**config.mk**
```make
export PLATFORM = sky130hd
export DESIGN_NAME = qos_multicanal
export DESIGN_NICKNAME = d
export VERILOG_FILES = /design/src/rtl/qos_pkg.sv /design/src/rtl/qos_fifo_vc.sv /design/src/rtl/qos_multicanal.sv
export SDC_FILE = /design/constraint.sdc
export NUM_CORES = 1
export LEC_CHECK = 0
export BUFFER_PORTS_ARGS = -buffer_cell sky130_fd_sc_hd__buf_2
export CELL_PAD_IN_SITES_DETAIL_PLACEMENT = 2
export CELL_PAD_IN_SITES_GLOBAL_PLACEMENT = 2
export CORE_AREA = 4 4 273 275
export DETAILED_ROUTE_END_ITERATION = 10
export DIE_AREA = 0 0 277 279
export PLACE_DENSITY = 0.77
export SLEW_MARGIN = 40
export SYNTH_ARGS = -nofsm -noshare
export SYNTH_HDL_FRONTEND = slang
export SYNTH_SLANG_ARGS = --single-unit
```
**constraint.sdc**
```tcl
create_clock -name clk -period 9 [get_ports clk]
set_clock_uncertainty 0.2 [all_clocks]
set_input_delay 0.9 -clock clk [delete_from_list [all_inputs] [get_ports clk]]
set_output_delay 0.9 -clock clk [all_outputs]
set_load 0.05 [all_outputs]
```
**src/rtl/qos_pkg.sv**
```systemverilog
// qos_pkg: shared definitions for the multichannel QoS engine.
//   modo_t    arbitration mode encodings (cfg_modo)
//   estado_t  engine FSM states
//   wrap_add  modular index helper for cyclic searches (non-power-of-2 safe)
package qos_pkg;

  localparam int unsigned MODO_W = 2;

  typedef enum logic [MODO_W-1:0] {
    MODO_RR   = 2'd0,
    MODO_WRR  = 2'd1,
    MODO_TBL  = 2'd2,
    MODO_PRIO = 2'd3
  } modo_t;

  typedef enum logic {
    CONFIG = 1'b0,
    ACTIVE = 1'b1
  } estado_t;

  // base < n and off < n, so a single conditional subtract is enough
  function automatic int unsigned wrap_add(int unsigned base, int unsigned off, int unsigned n);
    int unsigned s;
    s = base + off;
    return (s >= n) ? s - n : s;
  endfunction

endpackage

```
**src/rtl/qos_fifo_vc.sv**
```systemverilog
// qos_fifo_vc: single virtual-channel FIFO.
//   clk, rst      clock, synchronous active-high reset
//   push, din     write request (caller guarantees !full)
//   pop           read request (caller guarantees !empty)
//   head          word at the read pointer (combinational)
//   count         occupancy 0..FIFO_DEPTH
//   full, empty   occupancy flags
module qos_fifo_vc
  import qos_pkg::*;
#(
  parameter  int unsigned DATA_W     = 8,
  parameter  int unsigned FIFO_DEPTH = 16,
  localparam int unsigned PTR_W      = $clog2(FIFO_DEPTH),
  localparam int unsigned CNT_W      = $clog2(FIFO_DEPTH + 1)
) (
  input  logic              clk,
  input  logic              rst,
  input  logic              push,
  input  logic              pop,
  input  logic [DATA_W-1:0] din,
  output logic [DATA_W-1:0] head,
  output logic [CNT_W-1:0]  count,
  output logic              full,
  output logic              empty
);

  logic [DATA_W-1:0] mem [FIFO_DEPTH];
  logic [PTR_W-1:0]  wr_ptr;
  logic [PTR_W-1:0]  rd_ptr;

  always_ff @(posedge clk) begin
    if (push) mem[wr_ptr] <= din;
  end

  always_ff @(posedge clk) begin
    if (rst) begin
      wr_ptr <= '0;
      rd_ptr <= '0;
      count  <= '0;
    end else begin
      if (push) wr_ptr <= wr_ptr + 1'b1;
      if (pop)  rd_ptr <= rd_ptr + 1'b1;
      count <= count + CNT_W'(push) - CNT_W'(pop);
    end
  end

  assign head  = mem[rd_ptr];
  assign full  = (count == CNT_W'(FIFO_DEPTH));
  assign empty = (count == '0);

endmodule

```
**src/rtl/qos_multicanal.sv**
```systemverilog
// qos_multicanal: N virtual-channel QoS engine with per-VC pause/continue
// hysteresis, selectable arbitration and a backpressured registered egress.
//   clk, rst, enb          clock, sync active-high reset, global enable (0 freezes)
//   iniciar                CONFIG->ACTIVE, latches all cfg_* inputs
//   push_vld/vc_id/data_word  ingress word
//   out_rdy                egress ready
//   cfg_umbral_max/min     pause / continue thresholds
//   cfg_modo               0 RR, 1 WRR, 2 table, 3 strict priority
//   cfg_pesos              per-VC weights (WRR)
//   cfg_tbl_vc/cfg_tbl_peso  arbitration table (queue, weight) entries
//   error_full             pulse: push to a full queue was dropped
//   pausa / continuar      level pause flag / pulse on release
//   idle                   ACTIVE, all queues empty and no word held
//   data_out / out_vld     egress word
// Optional feature: define QOS_STRICT_PRIO_EN to give cfg_modo=3 strict
// lowest-index priority; otherwise mode 3 arbitrates as round-robin.
module qos_multicanal
  import qos_pkg::*;
#(
  parameter  int unsigned NUM_VC     = 4,
  parameter  int unsigned DATA_W     = 8,
  parameter  int unsigned FIFO_DEPTH = 16,
  parameter  int unsigned MAX_WEIGHT = 64,
  parameter  int unsigned TABLE_SIZE = 8,
  localparam int unsigned VC_W       = $clog2(NUM_VC),
  localparam int unsigned CNT_W      = $clog2(FIFO_DEPTH + 1),
  localparam int unsigned WGT_W      = $clog2(MAX_WEIGHT),
  localparam int unsigned TBL_W      = $clog2(TABLE_SIZE)
) (
  input  logic                        clk,
  input  logic                        rst,
  input  logic                        enb,
  input  logic                        iniciar,
  input  logic                        push_vld,
  input  logic [VC_W-1:0]             vc_id,
  input  logic [DATA_W-1:0]           data_word,
  input  logic                        out_rdy,
  input  logic [CNT_W-1:0]            cfg_umbral_max,
  input  logic [CNT_W-1:0]            cfg_umbral_min,
  input  logic [MODO_W-1:0]           cfg_modo,
  input  logic [NUM_VC*WGT_W-1:0]     cfg_pesos,
  input  logic [TABLE_SIZE*VC_W-1:0]  cfg_tbl_vc,
  input  logic [TABLE_SIZE*WGT_W-1:0] cfg_tbl_peso,
  output logic [NUM_VC-1:0]           error_full,
  output logic [NUM_VC-1:0]           pausa,
  output logic [NUM_VC-1:0]           continuar,
  output logic                        idle,
  output logic [DATA_W-1:0]           data_out,
  output logic                        out_vld
);

  estado_t                     estado;
  modo_t                       modo;
  logic [CNT_W-1:0]            umbral_max, umbral_min;
  logic [NUM_VC*WGT_W-1:0]     pesos;
  logic [TABLE_SIZE*VC_W-1:0]  tbl_vc;
  logic [TABLE_SIZE*WGT_W-1:0] tbl_peso;

  // Arbitration state: rr_ptr/tbl_ptr point one past the last selection
  logic [VC_W-1:0]  rr_ptr, cur_vc;
  logic [WGT_W-1:0] credit;
  logic [TBL_W-1:0] tbl_ptr;

  logic [NUM_VC-1:0] fifo_push, fifo_pop, fifo_full, fifo_empty;
  logic [DATA_W-1:0] fifo_head  [NUM_VC];
  logic [CNT_W-1:0]  fifo_count [NUM_VC];
  logic [CNT_W-1:0]  count_next [NUM_VC];

  for (genvar v = 0; v < NUM_VC; v++) begin : g_vc
    qos_fifo_vc #(.DATA_W(DATA_W), .FIFO_DEPTH(FIFO_DEPTH)) u_fifo (
      .clk   (clk),
      .rst   (rst),
      .push  (fifo_push[v]),
      .pop   (fifo_pop[v]),
      .din   (data_word),
      .head  (fifo_head[v]),
      .count (fifo_count[v]),
      .full  (fifo_full[v]),
      .empty (fifo_empty[v])
    );
  end

  logic activo, pop_slot, push_ok, push_drop;
  assign activo    = enb && (estado == ACTIVE);
  assign pop_slot  = activo && (!out_vld || out_rdy);
  assign push_ok   = activo && push_vld && !fifo_full[vc_id];
  assign push_drop = activo && push_vld &&  fifo_full[vc_id];

  logic             rr_hit, tbl_hit, gnt_vld;
  logic [VC_W-1:0]  rr_vc, tbl_sel_vc, gnt_vc, ent_vc, nxt_rr_ptr, nxt_cur_vc;
  logic [TBL_W-1:0] tbl_ent, nxt_tbl_ptr;
  logic [WGT_W-1:0] w_sel, nxt_credit;
  int unsigned      idx;

  always_comb begin
    idx        = 0;
    ent_vc     = '0;
    rr_hit     = 1'b0;
    rr_vc      = '0;
    tbl_hit    = 1'b0;
    tbl_ent    = '0;
    tbl_sel_vc = '0;
    w_sel      = '0;
    gnt_vld    = 1'b0;
    gnt_vc     = '0;
    nxt_rr_ptr = rr_ptr;
    nxt_cur_vc = cur_vc;
    nxt_credit = credit;
    nxt_tbl_ptr = tbl_ptr;

    // First non-empty queue cyclically from rr_ptr (RR and WRR reselection)
    for (int unsigned i = 0; i < NUM_VC; i++) begin
      idx = wrap_add(32'(rr_ptr), i, NUM_VC);
      if (!rr_hit && !fifo_empty[VC_W'(idx)]) begin
        rr_hit = 1'b1;
        rr_vc  = VC_W'(idx);
      end
    end

    // First table entry from tbl_ptr whose queue has data; empty entries skipped
    for (int unsigned k = 0; k < TABLE_SIZE; k++) begin
      idx    = wrap_add(32'(tbl_ptr), k, TABLE_SIZE);
      ent_vc = tbl_vc[idx*VC_W +: VC_W];
      if (!tbl_hit && (32'(ent_vc) < NUM_VC) && !fifo_empty[ent_vc]) begin
        tbl_hit    = 1'b1;
        tbl_ent    = TBL_W'(idx);
        tbl_sel_vc = ent_vc;
      end
    end

    case (modo)
      MODO_WRR: begin
        if ((credit != '0) && !fifo_empty[cur_vc]) begin
          gnt_vld    = 1'b1;
          gnt_vc     = cur_vc;
          nxt_credit = credit - 1'b1;
        end else if (rr_hit) begin
          gnt_vld    = 1'b1;
          gnt_vc     = rr_vc;
          nxt_cur_vc = rr_vc;
          nxt_rr_ptr = VC_W'(wrap_add(32'(rr_vc), 1, NUM_VC));
          w_sel      = pesos[32'(rr_vc)*WGT_W +: WGT_W];
          nxt_credit = (w_sel == '0) ? '0 : w_sel - 1'b1;
        end
      end
      MODO_TBL: begin
        if ((credit != '0) && !fifo_empty[cur_vc]) begin
          gnt_vld    = 1'b1;
          gnt_vc     = cur_vc;
          nxt_credit = credit - 1'b1;
        end else if (tbl_hit) begin
          gnt_vld     = 1'b1;
          gnt_vc      = tbl_sel_vc;
          nxt_cur_vc  = tbl_sel_vc;
          nxt_tbl_ptr = TBL_W'(wrap_add(32'(tbl_ent), 1, TABLE_SIZE));
          w_sel       = tbl_peso[32'(tbl_ent)*WGT_W +: WGT_W];
          nxt_credit  = (w_sel == '0) ? '0 : w_sel - 1'b1;
        end
      end
`ifdef QOS_STRICT_PRIO_EN
      MODO_PRIO: begin
        // descending scan so the lowest non-empty index is the final winner
        for (int unsigned i = NUM_VC; i > 0; i--) begin
          if (!fifo_empty[VC_W'(i-1)]) begin
            gnt_vld = 1'b1;
            gnt_vc  = VC_W'(i-1);
          end
        end
      end
`endif
      default: begin
        if (rr_hit) begin
          gnt_vld    = 1'b1;
          gnt_vc     = rr_vc;
          nxt_rr_ptr = VC_W'(wrap_add(32'(rr_vc), 1, NUM_VC));
        end
      end
    endcase
  end

  always_comb begin
    for (int unsigned v = 0; v < NUM_VC; v++) begin
      fifo_push[v]  = push_ok && (vc_id == VC_W'(v));
      fifo_pop[v]   = pop_slot && gnt_vld && (gnt_vc == VC_W'(v));
      count_next[v] = fifo_count[v] + CNT_W'(fifo_push[v]) - CNT_W'(fifo_pop[v]);
    end
  end

  always_ff @(posedge clk) begin
    if (rst) begin
      estado     <= CONFIG;
      modo       <= MODO_RR;
      umbral_max <= '0;
      umbral_min <= '0;
      pesos      <= '0;
      tbl_vc     <= '0;
      tbl_peso   <= '0;
      rr_ptr     <= '0;
      cur_vc     <= '0;
      credit     <= '0;
      tbl_ptr    <= '0;
      data_out   <= '0;
      out_vld    <= 1'b0;
      error_full <= '0;
      pausa      <= '0;
      continuar  <= '0;
    end else begin
      // Pulses last one cycle; levels and queue state hold while enb=0.
      // A pending release is re-evaluated from the frozen state once enb returns.
      error_full <= '0;
      continuar  <= '0;
      if (enb) begin
        case (estado)
          CONFIG: begin
            if (iniciar) begin
              estado     <= ACTIVE;
              modo       <= modo_t'(cfg_modo);
              umbral_max <= cfg_umbral_max;
              umbral_min <= cfg_umbral_min;
              pesos      <= cfg_pesos;
              tbl_vc     <= cfg_tbl_vc;
              tbl_peso   <= cfg_tbl_peso;
            end
          end
          ACTIVE: begin
            if (pop_slot) begin
              out_vld <= gnt_vld;
              if (gnt_vld) begin
                data_out <= fifo_head[gnt_vc];
                rr_ptr   <= nxt_rr_ptr;
                cur_vc   <= nxt_cur_vc;
                credit   <= nxt_credit;
                tbl_ptr  <= nxt_tbl_ptr;
              end
            end
            for (int unsigned v = 0; v < NUM_VC; v++) begin
              if (push_drop && (vc_id == VC_W'(v))) error_full[v] <= 1'b1;
              if (pausa[v] && (count_next[v] <= umbral_min)) begin
                pausa[v]     <= 1'b0;
                continuar[v] <= 1'b1;
              end else if (count_next[v] >= umbral_max) begin
                pausa[v] <= 1'b1;
              end
            end
          end
          default: estado <= CONFIG;
        endcase
      end
    end
  end

  assign idle = (estado == ACTIVE) && (&fifo_empty) && !out_vld;

endmodule

```
==> results of run 1 <==
## stage by stage
stage | hold slack (ps) | util [%] | cell area [um2]
2_1_floorplan | 232 | - | 32300
3_3_place_gp | 242 | 46.8 | 33900
3_5_place_dp | 251 | 47.0 | 34000
4_1_cts | 261 | 50.7 | 36700
5_1_grt | 275 | 51.0 | 36900
6_report | 260 | 51.0 | 36900
## cells in the final DEF, fill, tap and decap left out, types with 7 or more instances in the layout
master                      instances
sky130_fd_sc_hd__edfxtp_1         512
sky130_fd_sc_hd__nand2_1          291
sky130_fd_sc_hd__dfxtp_1          195
sky130_fd_sc_hd__mux4_2           178
sky130_fd_sc_hd__a21oi_1          159
sky130_fd_sc_hd__buf_2            134
sky130_fd_sc_hd__nor2_1           124
sky130_fd_sc_hd__ha_1              97
sky130_fd_sc_hd__clkbuf_16         83
sky130_fd_sc_hd__mux2i_1           68
sky130_fd_sc_hd__inv_1             57
sky130_fd_sc_hd__buf_4             41
sky130_fd_sc_hd__nor2_2            40
sky130_fd_sc_hd__xor2_1            33
sky130_fd_sc_hd__nor2b_1           29
sky130_fd_sc_hd__mux2_2            26
sky130_fd_sc_hd__o21ai_0           26
sky130_fd_sc_hd__nand2b_1          24
sky130_fd_sc_hd__nor3_1            24
sky130_fd_sc_hd__xnor2_1           19
sky130_fd_sc_hd__nand3_1           19
sky130_fd_sc_hd__nand4_1           16
sky130_fd_sc_hd__clkbuf_1          16
sky130_fd_sc_hd__clkinv_2          15
sky130_fd_sc_hd__a211oi_1          13
sky130_fd_sc_hd__o211ai_1          12
sky130_fd_sc_hd__o22ai_1           11
sky130_fd_sc_hd__bufinv_16         11
sky130_fd_sc_hd__and2_1            10
sky130_fd_sc_hd__clkinv_1          10
sky130_fd_sc_hd__mux2_1             8
sky130_fd_sc_hd__o21a_1             8
sky130_fd_sc_hd__nor3b_1            7
## metal layers
metal | track usage (%) | share of wire (%) | wire [um] | up-vias
met2 | 47.7 | 54 | 53100 | 514
li1 | - | - | - | 8904
met5 | 0 | 0 | 0 | -
met1 | 31.1 | 40 | 39400 | 10700
met4 | 6.30 | 2.4 | 2350 | 0
met3 | 3.43 | 3.9 | 3850 | 152
## registers in the layout, summed over array words and instances (netlist names), 2 cells and up, named ones only
| signal | flops |
|---|---|
| continuar | 4 |
| credit | 6 |
| cur_vc | 2 |
| data_out | 8 |
| error_full | 4 |
| g_vc.u_fifo.count | 20 |
| g_vc.u_fifo.mem | 512 |
| g_vc.u_fifo.rd_ptr | 16 |
| g_vc.u_fifo.wr_ptr | 16 |
| modo | 2 |
| pausa | 4 |
| pesos | 24 |
| rr_ptr | 2 |
| tbl_peso | 48 |
| tbl_ptr | 3 |
| tbl_vc | 16 |
| umbral_max | 5 |
| umbral_min | 5 |
## synthesized netlist by cell type, types with 27 or more instances
cell	n
sky130_fd_sc_hd__a21oi_1	159
sky130_fd_sc_hd__clkbuf_1	78
sky130_fd_sc_hd__dfxtp_1	203
sky130_fd_sc_hd__edfxtp_1	512
sky130_fd_sc_hd__ha_1	98
sky130_fd_sc_hd__inv_1	57
sky130_fd_sc_hd__mux2i_1	68
sky130_fd_sc_hd__mux4_2	178
sky130_fd_sc_hd__nand2_1	291
sky130_fd_sc_hd__nor2_1	165
sky130_fd_sc_hd__nor2b_1	29
sky130_fd_sc_hd__nor3_1	27
sky130_fd_sc_hd__o21ai_0	27
sky130_fd_sc_hd__xor2_1	33
## final cells by class
class / count / area (um2) / share of cell area, %
clock buffers: 100 / 2150 / 5.84
flip-flops and latches: 715 / 19500 / 52.8
repair buffers: 182 / 1110 / 3.01
inverters: 63 / 239 / 0.648
clock inverters: 46 / 572 / 1.55
multi-input cells: 1387 / 12100 / 32.9
well taps: 959 / 1200 / 3.26
## power groups by stage
stage               registers [W]  clock network, W  logic [W]
floorplan                 0.00370                 0    0.00168
global placement          0.00369                 0    0.00225
detailed placement        0.00369                 0    0.00235
CTS                       0.00362           0.00351    0.00237
global route              0.00363           0.00365    0.00257
finish                    0.00362           0.00343    0.00236
## logic make-up after synthesis
| kind of cell | count (synthesis) | synth area share [%] |
|---|---|---|
| AO/OA/AOI/OAI | 316 | 6.56 |
| adder cells (fa/ha/maj) | 102 | 4.05 |
| flip-flops | 715 | 60.3 |
| XOR/XNOR | 53 | 1.46 |
| multiplexers | 286 | 16.1 |
| buffers and inverters | 191 | 2.66 |
| AND/OR/NAND/NOR | 630 | 8.94 |
## path summary, 6_finish.rpt
path | start | to | slack, ps
setup / recovery | tbl_ptr[0] | pausa[3] | 1520
hold / removal | pesos[10] | pesos[10] | 260
setup reg to reg | tbl_ptr[0] | pausa[3] | 1520
hold reg to reg | pesos[10] | pesos[10] | 260
## critical path: stages (launching register included)
cell and delay [ps]:
sky130_fd_sc_hd__dfxtp_1 340, sky130_fd_sc_hd__buf_4 470, sky130_fd_sc_hd__ha_1 390, sky130_fd_sc_hd__xnor2_1 330, sky130_fd_sc_hd__o21ai_0 320, sky130_fd_sc_hd__or3b_1 440, sky130_fd_sc_hd__and4_1 270, sky130_fd_sc_hd__nor2_1 180
sky130_fd_sc_hd__nand3_1 220, sky130_fd_sc_hd__a31oi_1 300, sky130_fd_sc_hd__a211oi_1 110, sky130_fd_sc_hd__a211o_1 300, sky130_fd_sc_hd__a32oi_2 190, sky130_fd_sc_hd__buf_4 360, sky130_fd_sc_hd__nor3b_4 490, sky130_fd_sc_hd__ha_1 330
sky130_fd_sc_hd__inv_1 70, sky130_fd_sc_hd__ha_1 190, sky130_fd_sc_hd__fa_1 480, sky130_fd_sc_hd__ha_1 310, sky130_fd_sc_hd__nor2b_1 140, sky130_fd_sc_hd__o21a_1 160, sky130_fd_sc_hd__o21ai_0 180, sky130_fd_sc_hd__nand2b_1 80
sky130_fd_sc_hd__a21oi_1 130, sky130_fd_sc_hd__o21ai_0 110, sky130_fd_sc_hd__o22ai_1 140, sky130_fd_sc_hd__nor2_1 60
==> results.md, run 1 <==
| Metric | This run | Unit |
| --- | --- | --- |
| Run status | complete, no violations | - |
| Router iterations before antenna repair | 5 | - |
| Syn Nets | 2,511 | - |
| Starting Density | 44.6 | % |
| Total negative slack | 0 | ps |
| Setup crit end kind | flip-flop | - |
| Net switching component of the power | 0.00294 | W |
| Count of maximum capacitance violations | 0 | - |
| Vert. Die Dim | 279 | um |
| Total detailed-routing wirelength | 98,700 | um |
| Maximum number of buffers from clock root to sink | 3 | - |
| Largest driver fanout on the critical path | 39 | - |
| Full die area | 0.0773 | mm2 |
| Netlist area before placement | 0.0323 | mm2 |
| Number of CTS-inserted buffers | 79 | - |
| Number of global-route vias before repair | 22,600 | - |
| Fraction of post-synthesis cell area in the top cell type by area | 47.7 | % |
| Count of cell types in the netlist | 101 | - |
| Post-synthesis async set-or-reset flop share | 0 | % |
| Sequential element share of the synthesized area | 60.3 | % |
| Type of the setup path with the least slack | reg -> reg | - |
| CTS root buf | sky130_fd_sc_hd__clkbuf_16 | - |
| Mean instance size in the synthesized netlist | 14.1 | um2 |
| Cell count after synthesis | 2,293 | - |
| Pin count of the biggest net entering global routing | 116 | - |
| Worst vdd ir | 0.171 | mV |
| Largest area contributor in the synthesized netlist | sky130_fd_sc_hd__edfxtp_1 | - |
| Violation count after the first detailed-routing iteration | 1,293 | - |
| Synth Register Bits | 715 | - |
| Buffers on Ports | 137 | - |
| Crit path required time | 9280 | ps |
| Max_slew headroom | 39.7 | % |
| HP Class | reg -> reg | - |
| Startpoint type of the worst setup path | flip-flop | - |
| Number of enable flip-flop cells after synthesis | 512 | - |
| Cell Count, Final, Fillers Out | 3,452 | - |
| Number of filler instances in the final layout | 6,704 | - |
| Worst skew pair latency | 640 | ps |
| Cells resized by post-CTS repair | 0 | - |
| Number of cells on the worst reg-to-reg path | 27 | - |
| Final worst-path cycle share | 83.1 | % |
| Routability-driven placement congestion ratio | 0.843 | - |
| Cell depth of the worst hold path | 2 | - |
| Post-CTS setup-driven buffer insertion count | 0 | - |
| Final worst-path setup slack | 1520 | ps |
| P_int | 0.00648 | W |
| Count of hold buffers inserted by post-cts repair | 0 | - |
| I/O Pins | 138 | - |
| Fraction of power spent switching nets | 31.2 | % |
| CTS tree | done | - |
| Least-Margin Pin Slew | 901 | ps |
| Data arrival, critical path | 7760 | ps |
| Layout cells sized above 1 | 24.6 | % |
| Clk pin slew, worst setup/hold paths | 60 | ps |
| H-tree depth reported by CTS | 3 | - |
| Global-route usage over all layers | 25.4 | % |
| Number of placed instances, taps included | 3,303 | - |
| CORE AREA | 0.0723 | mm2 |
| Slew Viols, Final | 0 | - |
| Final setup fails | 0 | - |
| Count of antenna diodes in the layout | 0 | - |
| Number of design rule violations left after detail routing | 0 | - |
| Layout overhead on the synthesized area | 14.3 | % |
| Final net count | 2,646 | - |
| Unrepaired setup endpoints after global routing | false | - |
| Sequential cell fraction of total power | 38.5 | % |
| Pwr per Cell Area | 255 | mW/mm2 |
| Final hold viol count | 0 | - |
| Most area-consuming cells after synthesis | sky130_fd_sc_hd__edfxtp_1 48%, sky130_fd_sc_hd__dfxtp_1 13%, sky130_fd_sc_hd__mux4_2 12% | - |
| Tot Pwr | 0.00941 | W |
| Global-route wire length before repair | 150,000 | um |
| Std cell rows | 99 | - |
| Count of clock tree sinks | 715 | - |
| Share of total power in combinational logic | 25.1 | % |
| Yosys synthesis warning count | 0 | - |
| Vias per Instance | 5.87 | - |
| Post-route ant nets | 0 | - |
| Final critical path time including I/O delays and setup | 7480 | ps |
| Clock share of power | 36.4 | % |
| Max frequency | 134 | MHz |
| Vias | 20,300 | - |
| Leakage | 12.4 | nW |
| Dominant synthesized flop cell | sky130_fd_sc_hd__edfxtp_1 | - |
| Post-DP HPWL | 64,700 | um |
| Drt wl/cell | 28.6 | um |
| Gr ovfl total | 0 | - |
| Pre-CTS setup slack | 1600 | ps |
| Initial antenna violation count | 0 | - |
| Die W | 277 | um |
Note: power is estimated with default switching activity, not from simulation.
==> inputs of run 2 (changes only) <==
==> constraint.sdc (replaced) <==
create_clock -name clk -period 7.2 [get_ports clk]
set_clock_uncertainty 0.2 [all_clocks]
set_input_delay 0.72 -clock clk [delete_from_list [all_inputs] [get_ports clk]]
set_output_delay 0.72 -clock clk [all_outputs]
set_load 0.05 [all_outputs]
==> results.md, run 2 (synthesis gave the netlist of run 1 again) <==
| Metric | This run | Unit | vs previous |
| --- | --- | --- | --- |
| Run status | complete, no violations | - | unchanged |
| Pwr per Cell Area | 315 | mW/mm2 | was 255 mW/mm2 |
| Drt wl/cell | 28.4 | um | was 28.6 um |
| Max FFs per register | 512 | - | unchanged |
| Global routing usage on met3 | 4.24 | % | was 3.43% |
| Number of CTS-inserted buffers | 79 | - | unchanged |
| Worst Hold Launch | cfg_pesos[10] | - | was pesos[10] |
| Violation count after the first detailed-routing iteration | 1,362 | - | was 1,293 |
| Largest driver fanout on the critical path | 26 | - | was 39 |
| Worst reg2reg path startpoint | tbl_ptr[1] | - | was tbl_ptr[0] |
| Setup crit end kind | flip-flop | - | unchanged |
| Leading cell type in the layout, fill and taps excluded | sky130_fd_sc_hd__edfxtp_1 | - | unchanged |
| Layout overhead on the synthesized area | 14.5 | % | was 14.3% |
| CTS root buf | sky130_fd_sc_hd__clkbuf_16 | - | unchanged |
| Number of filler instances in the final layout | 6,722 | - | was 6,704 |
| Routability-driven placement congestion ratio | 0.871 | - | was 0.843 |
| Layout Cell Area excl Fill | 0.0369 | mm2 | about the same |
| Most flops, register | g_vc.u_fifo.mem | - | unchanged |
| Vert. Die Dim | 279 | um | unchanged |
| HP Class | in -> reg | - | was reg -> reg |
| Pin count of the biggest net entering global routing | 101 | - | was 116 |
| Post-route ant nets | 0 | - | unchanged |
| Count of maximum capacitance violations | 0 | - | unchanged |
| Router iterations before antenna repair | 6 | - | was 5 |
| Crit path required time | 7500 | ps | was 9280 ps |
| Starting Density | 44.6 | % | unchanged |
| Peak-usage layer in the global routing report | met2 | - | unchanged |
| Buffers on Ports | 137 | - | unchanged |
| Vias | 20,300 | - | about the same |
| Highest-count cells in the layout ignoring fill and taps | 512 x sky130_fd_sc_hd__edfxtp_1, 290 x sky130_fd_sc_hd__nand2_1, 195 x sky130_fd_sc_hd__dfxtp_1 | - | was 512 x sky130_fd_sc_hd__edfxtp_1, 291 x sky130_fd_sc_hd__nand2_1, 195 x sky130_fd_sc_hd__dfxtp_1 |
| Worst skew pair latency | 650 | ps | was 640 ps |
| Global-route wire length before repair | 148,000 | um | was 150,000 um |
| Initial antenna violation count | 2 | - | was 0 |
| Number of placed instances, taps included | 3,318 | - | was 3,303 |
| Maximum number of buffers from clock root to sink | 3 | - | unchanged |
| CORE AREA | 0.0723 | mm2 | unchanged |
| Post-Place Cell Area | 0.0341 | mm2 | was 0.0340 mm2 |
| Worst vdd ir | 0.280 | mV | was 0.171 mV |
| Number of global-route vias before repair | 22,700 | - | was 22,600 |
| Count of clock tree sinks | 715 | - | unchanged |
| Cell depth of the worst hold path | 3 | - | was 2 |
| Biggest regs | g_vc.u_fifo.mem: 512 flops, tbl_peso: 48 flops, pesos: 24 flops | - | unchanged |
| Clk pin slew, worst setup/hold paths | 50 | ps | was 60 ps |
| Cell Count, Final, Fillers Out | 3,470 | - | was 3,452 |
| Global-route usage over all layers | 25.2 | % | was 25.4% |
| Vias per Instance | 5.85 | - | was 5.87 |
| Gr ovfl total | 0 | - | unchanged |
| End point of the worst hold path | pesos[10] | - | unchanged |
| Layout cells sized above 1 | 25.2 | % | was 24.6% |
| Area of combinational cells with multiple inputs | 0.0121 | mm2 | about the same |
| Total detailed-routing wirelength | 98,600 | um | was 98,700 um |
| Final hold viol count | 0 | - | unchanged |
| Max_slew headroom | 42.8 | % | was 39.7% |
| Final worst-path cycle share | 94.3 | % | was 83.1% |
| Final net count | 2,661 | - | was 2,646 |
| Unrepaired setup endpoints after global routing | true | - | was false |
| Data arrival, critical path | 7090 | ps | was 7760 ps |
| Type of the setup path with the least slack | reg -> reg | - | unchanged |
| Final critical path time including I/O delays and setup | 6790 | ps | was 7480 ps |
| I/O Pins | 138 | - | unchanged |
| Full die area | 0.0773 | mm2 | unchanged |
| Reg area | 0.0195 | mm2 | unchanged |
| Die W | 277 | um | unchanged |
| Count of hold buffers inserted by post-cts repair | 0 | - | unchanged |
| H-tree depth reported by CTS | 3 | - | unchanged |
| Number of cells on the worst reg-to-reg path | 26 | - | was 27 |
| Met1 usage in global routing | 30.0 | % | was 31.1% |
| Final core occ | 51.1 | % | was 51.0% |
| Global routing usage on met2 | 46.7 | % | was 47.7% |
| CTS tree | done | - | unchanged |
| Final setup fails | 0 | - | unchanged |
| Std cell rows | 99 | - | unchanged |
| Worst reg-to-reg setup slack | 410 | ps | was 1520 ps |
| Reg2Reg Capture Point | pausa[0] | - | was pausa[3] |
| Startpoint type of the worst setup path | flip-flop | - | unchanged |
| Number of design rule violations left after detail routing | 0 | - | unchanged |
| Slew Viols, Final | 0 | - | unchanged |
| Max frequency | 147 | MHz | was 134 MHz |
| Least-Margin Pin Slew | 854 | ps | was 901 ps |
| Post-DP HPWL | 66,400 | um | was 64,700 um |
| Leakage | 12.4 | nW | about the same |
## run 2: cell types whose count changed in the layout (fill, tap and decap cells not counted), sizes merged
cell / delta
clkinvlp: -5
clkbuf: +7
bufinv: -5
inv: -3
diode: +2
clkinv: +7
buf: +15
## run 2: critical path, stage by stage, from the launching register on
cell and delay, ps:
sky130_fd_sc_hd__dfxtp_1 350, sky130_fd_sc_hd__buf_6 270, sky130_fd_sc_hd__ha_2 320, sky130_fd_sc_hd__xnor2_1 260, sky130_fd_sc_hd__mux2_2 440, sky130_fd_sc_hd__o211a_1 240
sky130_fd_sc_hd__a2111o_1 470, sky130_fd_sc_hd__nand2_2 190, sky130_fd_sc_hd__nor4_4 90, sky130_fd_sc_hd__o21a_1 140, sky130_fd_sc_hd__a311o_1 300, sky130_fd_sc_hd__mux2_2 300
sky130_fd_sc_hd__a31oi_4 290, sky130_fd_sc_hd__nor3b_4 350, sky130_fd_sc_hd__ha_1 320, sky130_fd_sc_hd__inv_1 80, sky130_fd_sc_hd__ha_1 180, sky130_fd_sc_hd__fa_1 470
sky130_fd_sc_hd__ha_1 320, sky130_fd_sc_hd__nor2b_1 140, sky130_fd_sc_hd__o21a_1 160, sky130_fd_sc_hd__o21ai_0 150, sky130_fd_sc_hd__nand2b_1 70, sky130_fd_sc_hd__a21oi_1 160
sky130_fd_sc_hd__o21ai_0 150, sky130_fd_sc_hd__o22ai_1 200, sky130_fd_sc_hd__nor2_1 60
## run 2: metrics by stage
step	TNS [ps]	worst slack [ps]	hold WS (ps)	total power (W)
finish	0	411	120	0.0116
global route	-8.61	-8.61	95.9	0.0122
CTS	0	155	88.5	0.0117
detailed placement	0	244	252	0.00757
global placement	0	445	242	0.00743
floorplan	0	561	232	0.00674
## run 2: cell type report
type                       count  share of cell area, %
sequential                   715                   52.7
multi-input combinational   1387                   32.9
timing repair buffer         197                   3.28
clock inverter                40                   1.32
tap                          959                   3.25
antenna                        2                 0.0136
clock buffer                 107                   5.94
inverter                      63                  0.647
## run 2: layer usage
metal / wire length (um) / vias to the layer above
met5: 0 / -
met4: 3400 / 0
met3: 3970 / 173
met2: 52700 / 500
met1: 38600 / 10700
li1: - / 8946
## run 2: worst max path at each step
stage,from,to,slack [ps],cells after the start
floorplan,tbl_ptr[1],pausa[0],560,31
global route,tbl_ptr[0],pausa[1],-9,26
detailed placement,tbl_ptr[1],pausa[1],240,26
global placement,tbl_ptr[1],pausa[1],450,26
finish,tbl_ptr[1],pausa[0],410,26
CTS,tbl_ptr[0],pausa[0],160,27
## run 2: report_power, final
group,switching (W),internal (W)
combinational,0.00187,0.00112
sequential,0.0000633,0.00446
clock,0.00174,0.00239
total,0.00367,0.00797
## run 2: what timing repair did
action | 4_1_cts | 5_1_grt
endpoints found under the setup margin | 0 | 8
hold endpoints to repair | 0 | 0
setup buffers | 0 | 3
gates resized for setup | 0 | 11
==> inputs of run 3 (changes only) <==
--- a/config.mk
+++ b/config.mk
@@ -5,13 +5,13 @@
 export SDC_FILE = /design/constraint.sdc
 export NUM_CORES = 1
 export LEC_CHECK = 0
-export BUFFER_PORTS_ARGS = -buffer_cell sky130_fd_sc_hd__buf_2
 export CELL_PAD_IN_SITES_DETAIL_PLACEMENT = 2
 export CELL_PAD_IN_SITES_GLOBAL_PLACEMENT = 2
 export CORE_AREA = 4 4 273 275
 export DETAILED_ROUTE_END_ITERATION = 10
 export DIE_AREA = 0 0 277 279
-export PLACE_DENSITY = 0.77
+export DONT_BUFFER_PORTS = 1
+export PLACE_DENSITY_LB_ADDON = 0.1
 export SLEW_MARGIN = 40
 export SYNTH_ARGS = -nofsm -noshare
 export SYNTH_HDL_FRONTEND = slang
==> results.md, run 3 (synthesis gave the netlist of run 1 again) <==
| Metric | This run | Unit | vs previous |
| --- | --- | --- | --- |
| Clk pin slew, worst setup/hold paths | 60 | ps | was 50 ps |
| Highest-count cells in the layout ignoring fill and taps | 512 x sky130_fd_sc_hd__edfxtp_1, 291 x sky130_fd_sc_hd__nand2_1, 195 x sky130_fd_sc_hd__dfxtp_1 | - | was 512 x sky130_fd_sc_hd__edfxtp_1, 290 x sky130_fd_sc_hd__nand2_1, 195 x sky130_fd_sc_hd__dfxtp_1 |
| Leading cell type in the layout, fill and taps excluded | sky130_fd_sc_hd__edfxtp_1 | - | unchanged |
| Worst reg2reg path startpoint | tbl_ptr[0] | - | was tbl_ptr[1] |
| CTS root buf | sky130_fd_sc_hd__clkbuf_16 | - | unchanged |
| Max FFs per register | 512 | - | unchanged |
| Startpoint type of the worst setup path | flip-flop | - | unchanged |
| Global-route wire length before repair | 143,000 | um | was 148,000 um |
| Setup crit end kind | flip-flop | - | unchanged |
| Pwr per Cell Area | 317 | mW/mm2 | was 315 mW/mm2 |
| Leakage | 11.9 | nW | was 12.4 nW |
| Layout overhead on the synthesized area | 12.7 | % | was 14.5% |
| Worst vdd ir | 0.198 | mV | was 0.280 mV |
| Highest-delay cell along the critical path | sky130_fd_sc_hd__fa_1 | - | was sky130_fd_sc_hd__a2111o_1 |
| Vias per Instance | 5.88 | - | was 5.85 |
| Die W | 277 | um | unchanged |
| Run status | complete, no violations | - | unchanged |
| I/O Pins | 138 | - | unchanged |
| Reg2Reg Capture Point | pausa[1] | - | was pausa[0] |
| CTS tree | done | - | unchanged |
| Final worst-path setup slack | 342 | ps | was 411 ps |
| Total detailed-routing wirelength | 94,400 | um | was 98,600 um |
| Worst skew pair latency | 640 | ps | was 650 ps |
| H-tree depth reported by CTS | 3 | - | unchanged |
| CORE AREA | 0.0723 | mm2 | unchanged |
| Number of cells on the worst reg-to-reg path | 28 | - | was 26 |
| Post-Place Cell Area | 0.0333 | mm2 | was 0.0341 mm2 |
| Biggest regs | g_vc.u_fifo.mem: 512 flops, tbl_peso: 48 flops, pesos: 24 flops | - | unchanged |
| Number of design rule violations left after detail routing | 0 | - | unchanged |
| Initial antenna violation count | 1 | - | was 2 |
| Worst path buffer plus inverter count | 4 | - | was 2 |
| Type of the setup path with the least slack | reg -> reg | - | unchanged |
| Data arrival, critical path | 7140 | ps | was 7090 ps |
| Pre-CTS setup slack | -113 | ps | was 244 ps |
| Worst setup path startpoint | tbl_ptr[0] | - | was tbl_ptr[1] |
| Violation count after the first detailed-routing iteration | 1,343 | - | was 1,362 |
| Most flops, register | g_vc.u_fifo.mem | - | unchanged |
| Cell count along the critical path | 28 | - | was 26 |
| Final hold viol count | 0 | - | unchanged |
| Number of CTS-inserted buffers | 78 | - | was 79 |
| Max_slew headroom | 44.1 | % | was 42.8% |
| Highest cell delay on the worst timing path | 480 | ps | was 470 ps |
| Final net count | 2,525 | - | was 2,661 |
| Gr ovfl total | 0 | - | unchanged |
| Crit path required time | 7480 | ps | was 7500 ps |
| Post-route ant nets | 0 | - | unchanged |
| End of the critical path | pausa[1] | - | was pausa[0] |
| Hold Worst Slack | 34.7 | ps | was 120 ps |
| Least-Margin Pin Slew | 836 | ps | was 854 ps |
| Layout Cell Area excl Fill | 0.0364 | mm2 | was 0.0369 mm2 |
| Vert. Die Dim | 279 | um | unchanged |
| Worst reg-to-reg setup slack | 340 | ps | was 410 ps |
| Final setup fails | 0 | - | unchanged |
| Full die area | 0.0773 | mm2 | unchanged |
| Final worst-path cycle share | 95.3 | % | was 94.3% |
| Std cell rows | 99 | - | unchanged |
| Pin count of the biggest net entering global routing | 170 | - | was 101 |
| Layout cells sized above 1 | 20.3 | % | was 25.2% |
| Global-route usage over all layers | 24.3 | % | was 25.2% |
| Final critical path time including I/O delays and setup | 6860 | ps | was 6790 ps |
| Crit-path leading delay family | compound AO/OA/AOI/OAI gates | - | unchanged |
| Count of clock tree sinks | 715 | - | unchanged |
| Post-DP HPWL | 62,100 | um | was 66,400 um |
| Starting Density | 44.6 | % | unchanged |
| Count of maximum capacitance violations | 0 | - | unchanged |
| Vias | 19,500 | - | was 20,300 |
| Routability-driven placement congestion ratio | 0.879 | - | was 0.871 |
| Slew Viols, Final | 0 | - | unchanged |
| Count of antenna diodes in the layout | 0 | - | was 2 |
| Largest driver fanout on the critical path | 14 | - | was 26 |
| Max frequency | 146 | MHz | was 147 MHz |
| Buffers on Ports | 0 | - | was 137 |
| Router iterations before antenna repair | 7 | - | was 6 |
| HP Class | in -> reg | - | unchanged |
| Maximum number of buffers from clock root to sink | 3 | - | unchanged |
| Number of global-route vias before repair | 21,800 | - | was 22,700 |
| Critical path's most frequent cell | sky130_fd_sc_hd__ha_1 | - | unchanged |
| Drt wl/cell | 28.4 | um | about the same |
run 3: cell types whose count changed in the layout (fill, tap and decap cells not counted), moves of 5 or more:
| cell | delta |
|---|---|
| sky130_fd_sc_hd__buf_16 | +8 |
| sky130_fd_sc_hd__buf_2 | -134 |
| sky130_fd_sc_hd__buf_4 | -13 |
| sky130_fd_sc_hd__clkinv_1 | +5 |
| sky130_fd_sc_hd__clkinv_2 | -5 |
| sky130_fd_sc_hd__nor2_1 | +5 |
| sky130_fd_sc_hd__nor2_2 | -5 |
run 3: how the worst min path moves through the flow:
| stage | startpoint | to | depth (start not counted) |
|---|---|---|---|
| final | cfg_tbl_vc[7] | tbl_vc[7] | 2 |
| after global routing | vc_id[1] | error_full[3] | 2 |
| after CTS | vc_id[1] | error_full[3] | 2 |
| after detailed placement | tbl_peso[11] | tbl_peso[11] | 2 |
| after global placement | pesos[18] | pesos[18] | 2 |
| after floorplan | tbl_peso[39] | tbl_peso[39] | 2 |
run 3: final cells by class:
class / count / area [um2]
Multi-Input combinational cell: 1387 / 12200
Clock inverter: 39 / 454
Tap cell: 959 / 1200
Sequential cell: 715 / 19500
Inverter: 63 / 239
Timing Repair Buffer: 62 / 706
Clock buffer: 101 / 2130
Fill cell: 6717 / 36000
run 3: power by group:
group	leakage [nW]	internal (W)	switching, W	total [W]
logic	4.34	0.00110	0.00175	0.00285
registers	6.25	0.00446	0.000118	0.00458
clock network	1.26	0.00239	0.00170	0.00409
total	11.9	0.00796	0.00356	0.0115
run 3: stage by stage:
step	instances	TNS [ps]	util, %	total power, W
2_1_floorplan	2293	0	-	0.00674
3_3_place_gp	3169	0	45.9	0.00734
3_5_place_dp	3169	-113	46.0	0.00741
4_1_cts	3324	0	50.0	0.0116
5_1_grt	3326	-27.0	50.3	0.0121
6_report	3326	0	50.3	0.0115
run 3: what timing repair did:
action                                  4_1_cts  5_1_grt
endpoints found under the hold margin       681        0
cloned                                        0        0
endpoints found under the setup margin        2        7
gates resized for setup                       3       12
hold buffers                                 15        0
buffers inserted                              0        2
pin swaps                                     0        3
run 3: layer usage:
layer | global-route usage (%) | up-vias | routed length [um]
met1 | 30.4 | 10200 | 38500
met5 | 0 | - | 0
li1 | - | 8675 | -
met2 | 43.7 | 483 | 49100
met4 | 7.33 | 0 | 2780
met3 | 3.63 | 157 | 4040
